<file path="src/rtl/readout_ctrl_if.sv">
// readout_ctrl_if: bundles the start/status, buffer-read and output-stream
// signals of readout_ctrl.
//   master : environment side (host command, buffer model, stream sink)
//   slave  : readout_ctrl side
// Signals: start, len (burst request); rdy, rden, din (capture buffer read);
//          m_data, m_valid, m_ready (sample stream); busy, done (status).
interface readout_ctrl_if #(
  parameter int unsigned CNT_W = 16
) ();
  logic             start;
  logic [CNT_W-1:0] len;
  logic             rdy;
  logic             rden;
  logic [15:0]      din;
  logic [15:0]      m_data;
  logic             m_valid;
  logic             m_ready;
  logic             busy;
  logic             done;

  modport master (
    output start, len, rdy, din, m_ready,
    input  rden, m_data, m_valid, busy, done
  );

  modport slave (
    input  start, len, rdy, din, m_ready,
    output rden, m_data, m_valid, busy, done
  );
endinterface

</file>
<file path="src/rtl/readout_ctrl.sv">
// readout_ctrl: host-side readout sequencer for the capture buffer.
// On start (len != 0) it issues len read strobes to the buffer, tracks the
// RD_LAT-cycle read latency with a shift register, catches returning data in
// a small skid FIFO and streams the samples out on a valid/ready port.
// Reads are credited against the skid FIFO so a stalled host never causes
// an overflow or a lost sample.
// Ports:
//   rclk          read clock, rising edge
//   rst           asynchronous active-low reset
//   bus.start/len burst request, sampled in IDLE only
//   bus.rdy       buffer ready; rden is gated by it
//   bus.rden      read strobe, one sample per high cycle
//   bus.din       buffer data, valid RD_LAT cycles after rden
//   bus.m_data/m_valid/m_ready  output sample stream
//   bus.busy      burst in progress
//   bus.done      one-cycle pulse after the final beat
// Build option: define READOUT_CHKSUM_EN to append a 16-bit sum of all
// delivered samples as one extra beat before done.
module readout_ctrl #(
  parameter int unsigned CNT_W      = 16,
  parameter int unsigned RD_LAT     = 2,
  parameter int unsigned SKID_DEPTH = 4
) (
  input  logic          rclk,
  input  logic          rst,
  readout_ctrl_if.slave bus
);

  localparam int unsigned PTR_W = (SKID_DEPTH > 1) ? $clog2(SKID_DEPTH) : 1;
  localparam int unsigned OCC_W = $clog2(SKID_DEPTH) + 1;
  localparam int unsigned CRD_W = OCC_W + 1;

  localparam logic [2:0] S_IDLE  = 3'd0;
  localparam logic [2:0] S_RUN   = 3'd1;
  localparam logic [2:0] S_DRAIN = 3'd2;
`ifdef READOUT_CHKSUM_EN
  localparam logic [2:0] S_CHK   = 3'd3;
`endif
  localparam logic [2:0] S_DONE  = 3'd4;

  logic [2:0]       state, state_nxt;
  logic [CNT_W-1:0] len_q;
  logic [CNT_W-1:0] issued;
  logic [RD_LAT-1:0] rd_pipe;
  logic [15:0]      skid_mem [SKID_DEPTH];
  logic [PTR_W-1:0] wr_ptr, rd_ptr;
  logic [OCC_W-1:0] skid_cnt;
  logic [OCC_W-1:0] inflight;
  logic [CRD_W-1:0] credit;
  logic             start_ok;
  logic             rden_c;
  logic             skid_wr;
  logic             skid_rd;
  logic             drain_done;
  logic             busy_q;
  logic             done_q;
`ifdef READOUT_CHKSUM_EN
  logic [15:0]      sum_q;
`endif

  // Reads still in the latency pipe; they already own a skid slot.
  always_comb begin
    inflight = '0;
    for (int i = 0; i < RD_LAT; i++) begin
      inflight = inflight + OCC_W'(rd_pipe[i]);
    end
  end

  // Datapath handshakes and read credit.
  always_comb begin
    credit     = CRD_W'(inflight) + CRD_W'(skid_cnt);
    start_ok   = (state == S_IDLE) && bus.start && (bus.len != '0);
    rden_c     = (state == S_RUN) && bus.rdy && (issued != len_q) &&
                 (credit < CRD_W'(SKID_DEPTH));
    skid_wr    = rd_pipe[RD_LAT-1];
    skid_rd    = (skid_cnt != '0) && bus.m_ready;
    // Last sample leaves the skid this cycle (or already has).
    drain_done = (rd_pipe == '0) &&
                 ((skid_cnt == '0) || ((skid_cnt == OCC_W'(1)) && skid_rd));
  end

  // Next-state logic.
  always_comb begin
    state_nxt = state;
    case (state)
      S_IDLE:  if (start_ok) state_nxt = S_RUN;
      S_RUN:   if (issued == len_q) state_nxt = S_DRAIN;
`ifdef READOUT_CHKSUM_EN
      S_DRAIN: if (drain_done) state_nxt = S_CHK;
      S_CHK:   if (bus.m_ready) state_nxt = S_DONE;
`else
      S_DRAIN: if (drain_done) state_nxt = S_DONE;
`endif
      S_DONE:  state_nxt = S_IDLE;
      default: state_nxt = S_IDLE;
    endcase
  end

  // State, status flags and burst bookkeeping.
  always_ff @(posedge rclk or negedge rst) begin
    if (!rst) begin
      state  <= S_IDLE;
      busy_q <= 1'b0;
      done_q <= 1'b0;
      len_q  <= '0;
      issued <= '0;
    end else begin
      state  <= state_nxt;
      busy_q <= (state_nxt != S_IDLE);
      done_q <= (state_nxt == S_DONE);
      if (start_ok) begin
        len_q  <= bus.len;
        issued <= '0;
      end else if (rden_c) begin
        issued <= issued + CNT_W'(1);
      end
    end
  end

  // Read-latency tracker: the tail bit marks din valid this cycle.
  always_ff @(posedge rclk or negedge rst) begin
    if (!rst) begin
      rd_pipe <= '0;
    end else begin
      for (int i = RD_LAT - 1; i > 0; i--) begin
        rd_pipe[i] <= rd_pipe[i-1];
      end
      rd_pipe[0] <= rden_c;
    end
  end

  // Skid FIFO; the head entry drives the output stream directly.
  always_ff @(posedge rclk or negedge rst) begin
    if (!rst) begin
      for (int i = 0; i < SKID_DEPTH; i++) begin
        skid_mem[i] <= '0;
      end
      wr_ptr   <= '0;
      rd_ptr   <= '0;
      skid_cnt <= '0;
    end else begin
      if (skid_wr) begin
        skid_mem[wr_ptr] <= bus.din;
        wr_ptr           <= wr_ptr + PTR_W'(1);
      end
      if (skid_rd) begin
        rd_ptr <= rd_ptr + PTR_W'(1);
      end
      case ({skid_wr, skid_rd})
        2'b10:   skid_cnt <= skid_cnt + OCC_W'(1);
        2'b01:   skid_cnt <= skid_cnt - OCC_W'(1);
        default: skid_cnt <= skid_cnt;
      endcase
    end
  end

`ifdef READOUT_CHKSUM_EN
  // Running sum of every sample word handed to the host.
  always_ff @(posedge rclk or negedge rst) begin
    if (!rst) begin
      sum_q <= '0;
    end else if (start_ok) begin
      sum_q <= '0;
    end else if (skid_rd) begin
      sum_q <= sum_q + skid_mem[rd_ptr];
    end
  end

  assign bus.m_valid = (skid_cnt != '0) || (state == S_CHK);
  assign bus.m_data  = (state == S_CHK) ? sum_q : skid_mem[rd_ptr];
`else
  assign bus.m_valid = (skid_cnt != '0);
  assign bus.m_data  = skid_mem[rd_ptr];
`endif

  // rden must react to rdy and to the credit limit in the same cycle.
  assign bus.rden = rden_c;
  assign bus.busy = busy_q;
  assign bus.done = done_q;

endmodule

</file>
<file path="src/flat_wrapper.sv">
// flat-port wrapper written by rule: the top's interface ports become plain ports
module readout_ctrl_flat 
#(
  parameter int unsigned CNT_W      = 16,
  parameter int unsigned RD_LAT     = 2,
  parameter int unsigned SKID_DEPTH = 4
)
  (rclk, rst, bus_start, bus_len, bus_rdy, bus_din, bus_m_ready, bus_rden, bus_m_data, bus_m_valid, bus_busy, bus_done);
  readout_ctrl_if #(.CNT_W(CNT_W)) bus_i ();
  input  logic rclk;
  input  logic rst;
  input wire logic [$bits(bus_i.start)-1:0] bus_start;
  input wire logic [$bits(bus_i.len)-1:0] bus_len;
  input wire logic [$bits(bus_i.rdy)-1:0] bus_rdy;
  input wire logic [$bits(bus_i.din)-1:0] bus_din;
  input wire logic [$bits(bus_i.m_ready)-1:0] bus_m_ready;
  output wire logic [$bits(bus_i.rden)-1:0] bus_rden;
  output wire logic [$bits(bus_i.m_data)-1:0] bus_m_data;
  output wire logic [$bits(bus_i.m_valid)-1:0] bus_m_valid;
  output wire logic [$bits(bus_i.busy)-1:0] bus_busy;
  output wire logic [$bits(bus_i.done)-1:0] bus_done;
  assign bus_i.start = bus_start;
  assign bus_i.len = bus_len;
  assign bus_i.rdy = bus_rdy;
  assign bus_i.din = bus_din;
  assign bus_i.m_ready = bus_m_ready;
  assign bus_rden = bus_i.rden;
  assign bus_m_data = bus_i.m_data;
  assign bus_m_valid = bus_i.m_valid;
  assign bus_busy = bus_i.busy;
  assign bus_done = bus_i.done;
  readout_ctrl #(.CNT_W(CNT_W), .RD_LAT(RD_LAT), .SKID_DEPTH(SKID_DEPTH)) u_core (.rclk(rclk), .rst(rst), .bus(bus_i));
endmodule
</file>
<file path="config.mk">
export PLATFORM = sky130hd
export DESIGN_NAME = readout_ctrl_flat
export DESIGN_NICKNAME = d
export VERILOG_FILES = /design/src/rtl/readout_ctrl_if.sv /design/src/rtl/readout_ctrl.sv /design/src/flat_wrapper.sv
export SDC_FILE = /design/constraint.sdc
export NUM_CORES = 1
export LEC_CHECK = 0
export ABC_AREA = 0
export BUFFER_PORTS_ARGS = -buffer_cell sky130_fd_sc_hd__buf_4
export CAP_MARGIN = 20
export CORE_ASPECT_RATIO = 1.1
export CORE_MARGIN = 8
export CORE_UTILIZATION = 57
export DETAILED_ROUTE_END_ITERATION = 8
export GPL_TIMING_DRIVEN = 1
export PLACE_DENSITY = 0.9
export SETUP_SLACK_MARGIN = 0.1
export SYNTH_ARGS = -nofsm -noshare
export SYNTH_HDL_FRONTEND = slang
export SYNTH_SLANG_ARGS = --single-unit
</file>
<file path="constraint.sdc">
create_clock -name rclk -period 3.2 [get_ports rclk]
set_clock_uncertainty 0.15 [all_clocks]
set_input_delay 0.48 -clock rclk [delete_from_list [all_inputs] [get_ports rclk]]
set_output_delay 0.48 -clock rclk [all_outputs]
set_load 0.005 [all_outputs]
</file>
Word level (Yosys, flattened, before mapping)

Index checks and enable logic that the tools add are counted.

$add $sub $neg: 7
$lt $le $gt $ge: 4
Eq/ne operators: 8
Mux-type cells: 13
Bitwise gates (word level): 2
Reduce and logical (&&, ||, !) cells: 18

Operator list:

| cell                    | number |
|---|---|
| $mux W16                | 5 |
| $bwmux W64              | 1 |
| $bmux W16 S2            | 1 |
| $demux W16 S2           | 1 |
| $add A16 B1 Y16 const B | 1 |
| $eq A16 B16 Y1          | 1 |
| $ne A16 B16 Y1          | 1 |
| $reduce_bool A16 Y1     | 1 |
| $logic_and A1 B1 Y1     | 9 |
| $mux W3                 | 3 |
| $pmux W3 S3             | 1 |
| $eq A3 B1 Y1 const B    | 2 |
| $ge A3 B3 Y1 const B    | 2 |
| $logic_not A3 Y1        | 2 |
| $not A2 Y3              | 2 |
| $pmux W3 S2             | 1 |
| $reduce_bool A3 Y1      | 2 |
| $add A2 B1 Y2 const B   | 2 |
| $add A3 B3 Y4           | 1 |
| $lt A4 B3 Y1 const B    | 1 |
| $reduce_bool A2 Y1      | 2 |
| $add A3 B1 Y3 const B   | 1 |
| $eq A3 B2 Y1 const B    | 1 |
| $eq A3 B3 Y1 const B    | 1 |
| 7 further kinds         | 7 |

Flip-flop bits (word level): 110
Input port bits: 37
Output and inout bits: 20
Word-level logic and storage cells: 65

Longest topological paths before layout

Depth in word-level cells: 8
Mapped depth: 8
Mapped depth without buffers: 8

Worst setup path after synthesis

OpenSTA, ideal clock, no wires.

Kind: flip-flop to flip-flop
Start point: register u_core.rd_pipe[1]
End point: register u_core.issued[8]
Setup time: 0.078 ns
Arrival time: 2.029 ns
Data required time: 2.972 ns
Slack: 0.943 ns
Cell stages (with the launch flop): 9
Buffers on the path: 1
Clock period less this slack: 2.257 ns
Cell sequence: dfrtp_1 > clkbuf_1 > inv_1 > ha_1 > nand3_1 > and4bb_2 > nand2_1 > or4_1 > a21oi_1

Longest elaborated chain between the ends: 5

RTL lines:

| what                            | RTL line            | RTL |
|---|---|---|
| start, declared                 | readout_ctrl.sv:44  | `logic [RD_LAT-1:0] rd_pipe;` |
| start signal, assigned by index | readout_ctrl.sv:126 | `rd_pipe[i] <= rd_pipe[i-1];` |
| $add A1 B1 Y2                   | readout_ctrl.sv:65  | `inflight = inflight + OCC_W'(rd_pipe[i]);` |
| $add A3 B3 Y4                   | readout_ctrl.sv:71  | `credit = CRD_W'(inflight) + CRD_W'(skid_cnt);` |
| $lt A4 B3 Y1                    | readout_ctrl.sv:74  | `(credit < CRD_W'(SKID_DEPTH));` |
| $logic_and A1 B1 Y1             | readout_ctrl.sv:73  | `rden_c = (state == S_RUN) && bus.rdy && (issued != len_q) &&` |
| $reduce_bool A2 Y1 (no line)    | --                  |  |
| end signal, assigned            | readout_ctrl.sv:115 | `issued <= issued + CNT_W'(1);` |
| end, declared                   | readout_ctrl.sv:43  | `logic [CNT_W-1:0] issued;` |

Every way passes these cells.
A chain may end at the register's enable or synchronous reset.

Worst setup path in the final report

Start point: register u_core.rd_pipe[1]
End point: output port bus_rden

Longest elaborated chain between the ends: 4

RTL lines:

| what                | RTL line           | RTL |
|---|---|---|
| $add A1 B1 Y2       | readout_ctrl.sv:65 |  |
| $add A3 B3 Y4       | readout_ctrl.sv:71 |  |
| $lt A4 B3 Y1        | readout_ctrl.sv:74 |  |
| $logic_and A1 B1 Y1 | readout_ctrl.sv:73 |  |
| end, declared       | flat_wrapper.sv:17 | `output wire logic [$bits(bus_i.rden)-1:0] bus_rden;` |

Every way passes these cells.

==> flow_summary_export.csv <==
group,metric,value,unit
final_layout,diodes,0,
critical_path,cp_slowest_stage_delay,490,ps
drt,totalWireLength,10.8,mm
drt,vias,3391,
floorplan,rows,36,
power_and_ir_drop,power.density,920,mW/mm^2
timing,rsz0062_at_grt,"false",
cts,clock_sinks,110,
timing,hold_viol,0,
run_status,status,"finished, final reports clean",
synth,yosysSeqAreaShare,53.4,%
timing,max_freq,347,MHz
critical_path,rrSetupSlack,640,ps
timing,tightest_slew,953,ps
power_and_ir_drop,p_seq_share,45.7,%
timing,fin_setup_tns,0,ps
synth,ys_ff_latch,110,
floorplan,die-area,0.0123,sq mm
cts,cts_buffers,9,
power_and_ir_drop,power_leakage,2.59,nW
final_layout,layout_commonest_cell,"dfrtp_1",
power_and_ir_drop,internal_power,3.65,mW
run,cap_viol_max_count,0,
critical_path,crit_arrival,2250,ps
floorplan,boundaryPins,57,
cts,cts_resized,0,
cts,tritoncts,"done",
drt,post_drt_via_cell_ratio,5.85,
place,hpwl,7.62,mm
synth,synth_nets,459,
final_layout,nNetsFinal,511,
critical_path,path_max_fanout,9,
drt,drt_pass1_iterations,6,
floorplan,fp.dieH,116,microns
timing,fin_crit,2880,ps
synth,synth.distinct_cells,34,
grt,grt_use_total,18.9,%
critical_path,crit_family,"simple AND/OR/NAND/NOR gates",
critical_path,reg2reg_to,"u_core.issued[5]$_DFFE_PN0P_",
critical_path,cp-end-kind,"output port",
power_and_ir_drop,power,5.43,mW
power_and_ir_drop,clkPwrFrac,15.9,%
timing,finalWorstSetupSlack,320,ps
synth,synth_area_leaders,"dfrtp_1 (53%), mux2_2 (14%), mux4_2 (7.0%)",
timing,final-max-slew-violation-count,0,
place,placedInstanceArea,0.00569,sq mm
grt,grt_pass1_vias,3736,
power_and_ir_drop,p_sw_share,32.7,%
drt,remaining_drc_errors,0,
power_and_ir_drop,pwr-share-comb,38.4,%
cts,root_buffer,"clkbuf_8",
synth,synth_area_leader_cell,"dfrtp_1",
timing,relSlewSlack,36.5,%
final_layout,final_util,66.9,%
place,preCtsSetupSlack,673,ps
grt,grt_pass1_wl,18.4,mm
final_layout,area_growth,14.6,%
drt,avgRoutedWirePerCell,18.7,microns
critical_path,crit_buf_inv,1,
critical_path,start_kind,"flip-flop",
cts,cts_htree_levels,3,
synth,syn_inst,409,
final_layout,drive_above_1_share,33.9,%
critical_path,worst_path_max_delay_cell,"dfrtp_1",
drt,antenna_left,0,
synth,mappedNetlistArea,0.00515,sq mm
final_layout,most-common-layout-cells,"dfrtp_1 (110), nand2_1 (66), mux2_2 (64), buf_4 (57), xnor2_1 (20)",
floorplan,fp.coreArea,0.00883,sq mm
hold_path,min_from,"bus_len[1]",
grt,antenna_found_initial,0,
hold_path,holdPathStages,3,
cts,clk_pin_slew,110,ps
cts,clkLatencyLatePin,370,ps
power_and_ir_drop,ir_drop,0.366,mV
synth,synth_top_area_share,53.4,%
floorplan,initial_core_util,58.4,%
hold_path,hp-class,"input port to flip-flop",
critical_path,ff2ff_path_depth,5,
grt,grt_max_degree,63,
synth,synth_warnings,0,
hold_path,min_delay_worst_endpoint,"u_core.len_q[1]$_DFFE_PN0N_",
grt,grt_overflow,0,
final_layout,fin_area,0.00590,sq mm
critical_path,cp_cell_sequence,"ha_1 -> ha_1 -> nor2_1 -> nand4_1 -> nor2_1 -> buf_4",
timing,min_period_over_period,90.0,%
cts,clockBufferDepth,2,
critical_path,required,2570,ps
power_and_ir_drop,p_sw,1.78,mW
critical_path,critical_path_class,"flip-flop to output port",
timing,setup_viol,0,
place,portBuffers,56,
critical_path,r2r-start,"u_core.state[1]$_DFF_PN0_",
floorplan,dieWidth,107,microns
drt,drt_iter0_drc,152,
place,place.gp.congestion,0.828,
synth,syn_area_per_cell,12.6,sq um
-- registers in the layout (all words and copies together), names as in the netlist, 2 cells and up --
signal / flops
u_core.len_q: 16
u_core.wr_ptr: 2
u_core.state: 3
u_core.rd_ptr: 2
u_core.rd_pipe: 2
u_core.skid_mem: 64
u_core.issued: 16
u_core.skid_cnt: 3
-- synthesized netlist by cell type --
master / number
a21oi_1: 13
a31oi_1: 1
and2_1: 3
and3_1: 4
and4_1: 1
and4bb_2: 1
buf_2: 5
buf_4: 1
clkbuf_1: 13
dfrtp_1: 110
ha_1: 13
inv_1: 9
mux2_2: 64
mux2i_1: 4
mux4_2: 16
nand2_1: 66
nand2b_1: 1
nand3_1: 5
nand4_1: 11
nor2_1: 5
nor3_1: 1
nor3b_1: 2
nor3b_4: 1
nor4_1: 5
o21ai_0: 4
o311ai_0: 1
o31ai_1: 10
o41ai_1: 2
or2b_1: 1
or3_1: 2
or4_1: 10
or4b_1: 1
xnor2_1: 20
xor2_1: 3
-- power by group through the flow --
stage          Clock, mW  Combinational (mW)  Sequential (mW)
5_1_grt            0.944                2.28             2.55
3_5_place_dp           0                2.11             2.49
2_1_floorplan          0                1.50             2.25
4_1_cts            0.882                2.12             2.48
3_3_place_gp           0                2.00             2.41
6_report           0.864                2.09             2.48
-- tightest hold or removal path, delay by kind of cell --
kind	cells	cell delay, ps
buf+inv	1	80
simple gates	2	80
-- through the flow --
stage               cells  hold WS, ps
floorplan             409         34.4
global placement      563          250
detailed placement    563          267
CTS                   580          140
global route          580          139
finish                580          150
-- how the worst max path moves through the flow --
stage                                      startpoint                           end  cells past startpoint
after floorplan           u_core.rd_pipe[1]$_DFF_PN0_  u_core.issued[8]$_DFFE_PN0P_                      8
after global placement    u_core.rd_pipe[1]$_DFF_PN0_                      bus_rden                      6
after detailed placement  u_core.rd_pipe[1]$_DFF_PN0_  u_core.issued[8]$_DFFE_PN0P_                      7
after CTS                 u_core.rd_pipe[1]$_DFF_PN0_                      bus_rden                      6
after global routing      u_core.rd_pipe[1]$_DFF_PN0_                      bus_rden                      6
final                     u_core.rd_pipe[1]$_DFF_PN0_                      bus_rden                      6
-- cell type report --
type                    count  area, sq um
clock buffers               9          124
clock inverters             7         81.3
fillers                   620         2930
inverters                   9         33.8
multi-input cells         271         2290
flip-flops and latches    110         2750
well taps                 114          143
repair buffers             60          478
-- cells by family after synthesis --
group	count (synthesis)	share of synthesized area, %
AO/OA/AOI/OAI	31	3.74
XOR/XNOR	23	3.91
adder cells (fa/ha/maj)	13	3.16
buffers and inverters	28	2.23
flip-flops	110	53.4
multiplexers	84	21.8
AND/OR/NAND/NOR	120	11.8
-- metal layers --
layer | global-route usage (%) | up-vias | part of all wire (%)
met4 | 6.29 | 0 | 1.7
met2 | 33.7 | 94 | 52
met1 | 22.0 | 1703 | 41
met3 | 4.45 | 19 | 4.7
li1 | - | 1575 | -
met5 | 0 | - | 0
-- timing repair --
| action | 4_1_cts | 5_1_grt |
|---|---|---|
| endpoints found under the hold margin | 48 | 0 |
| hold buffers | 1 | 0 |
| setup buffers | 0 | 0 |
(Power assumes the default switching activity.)
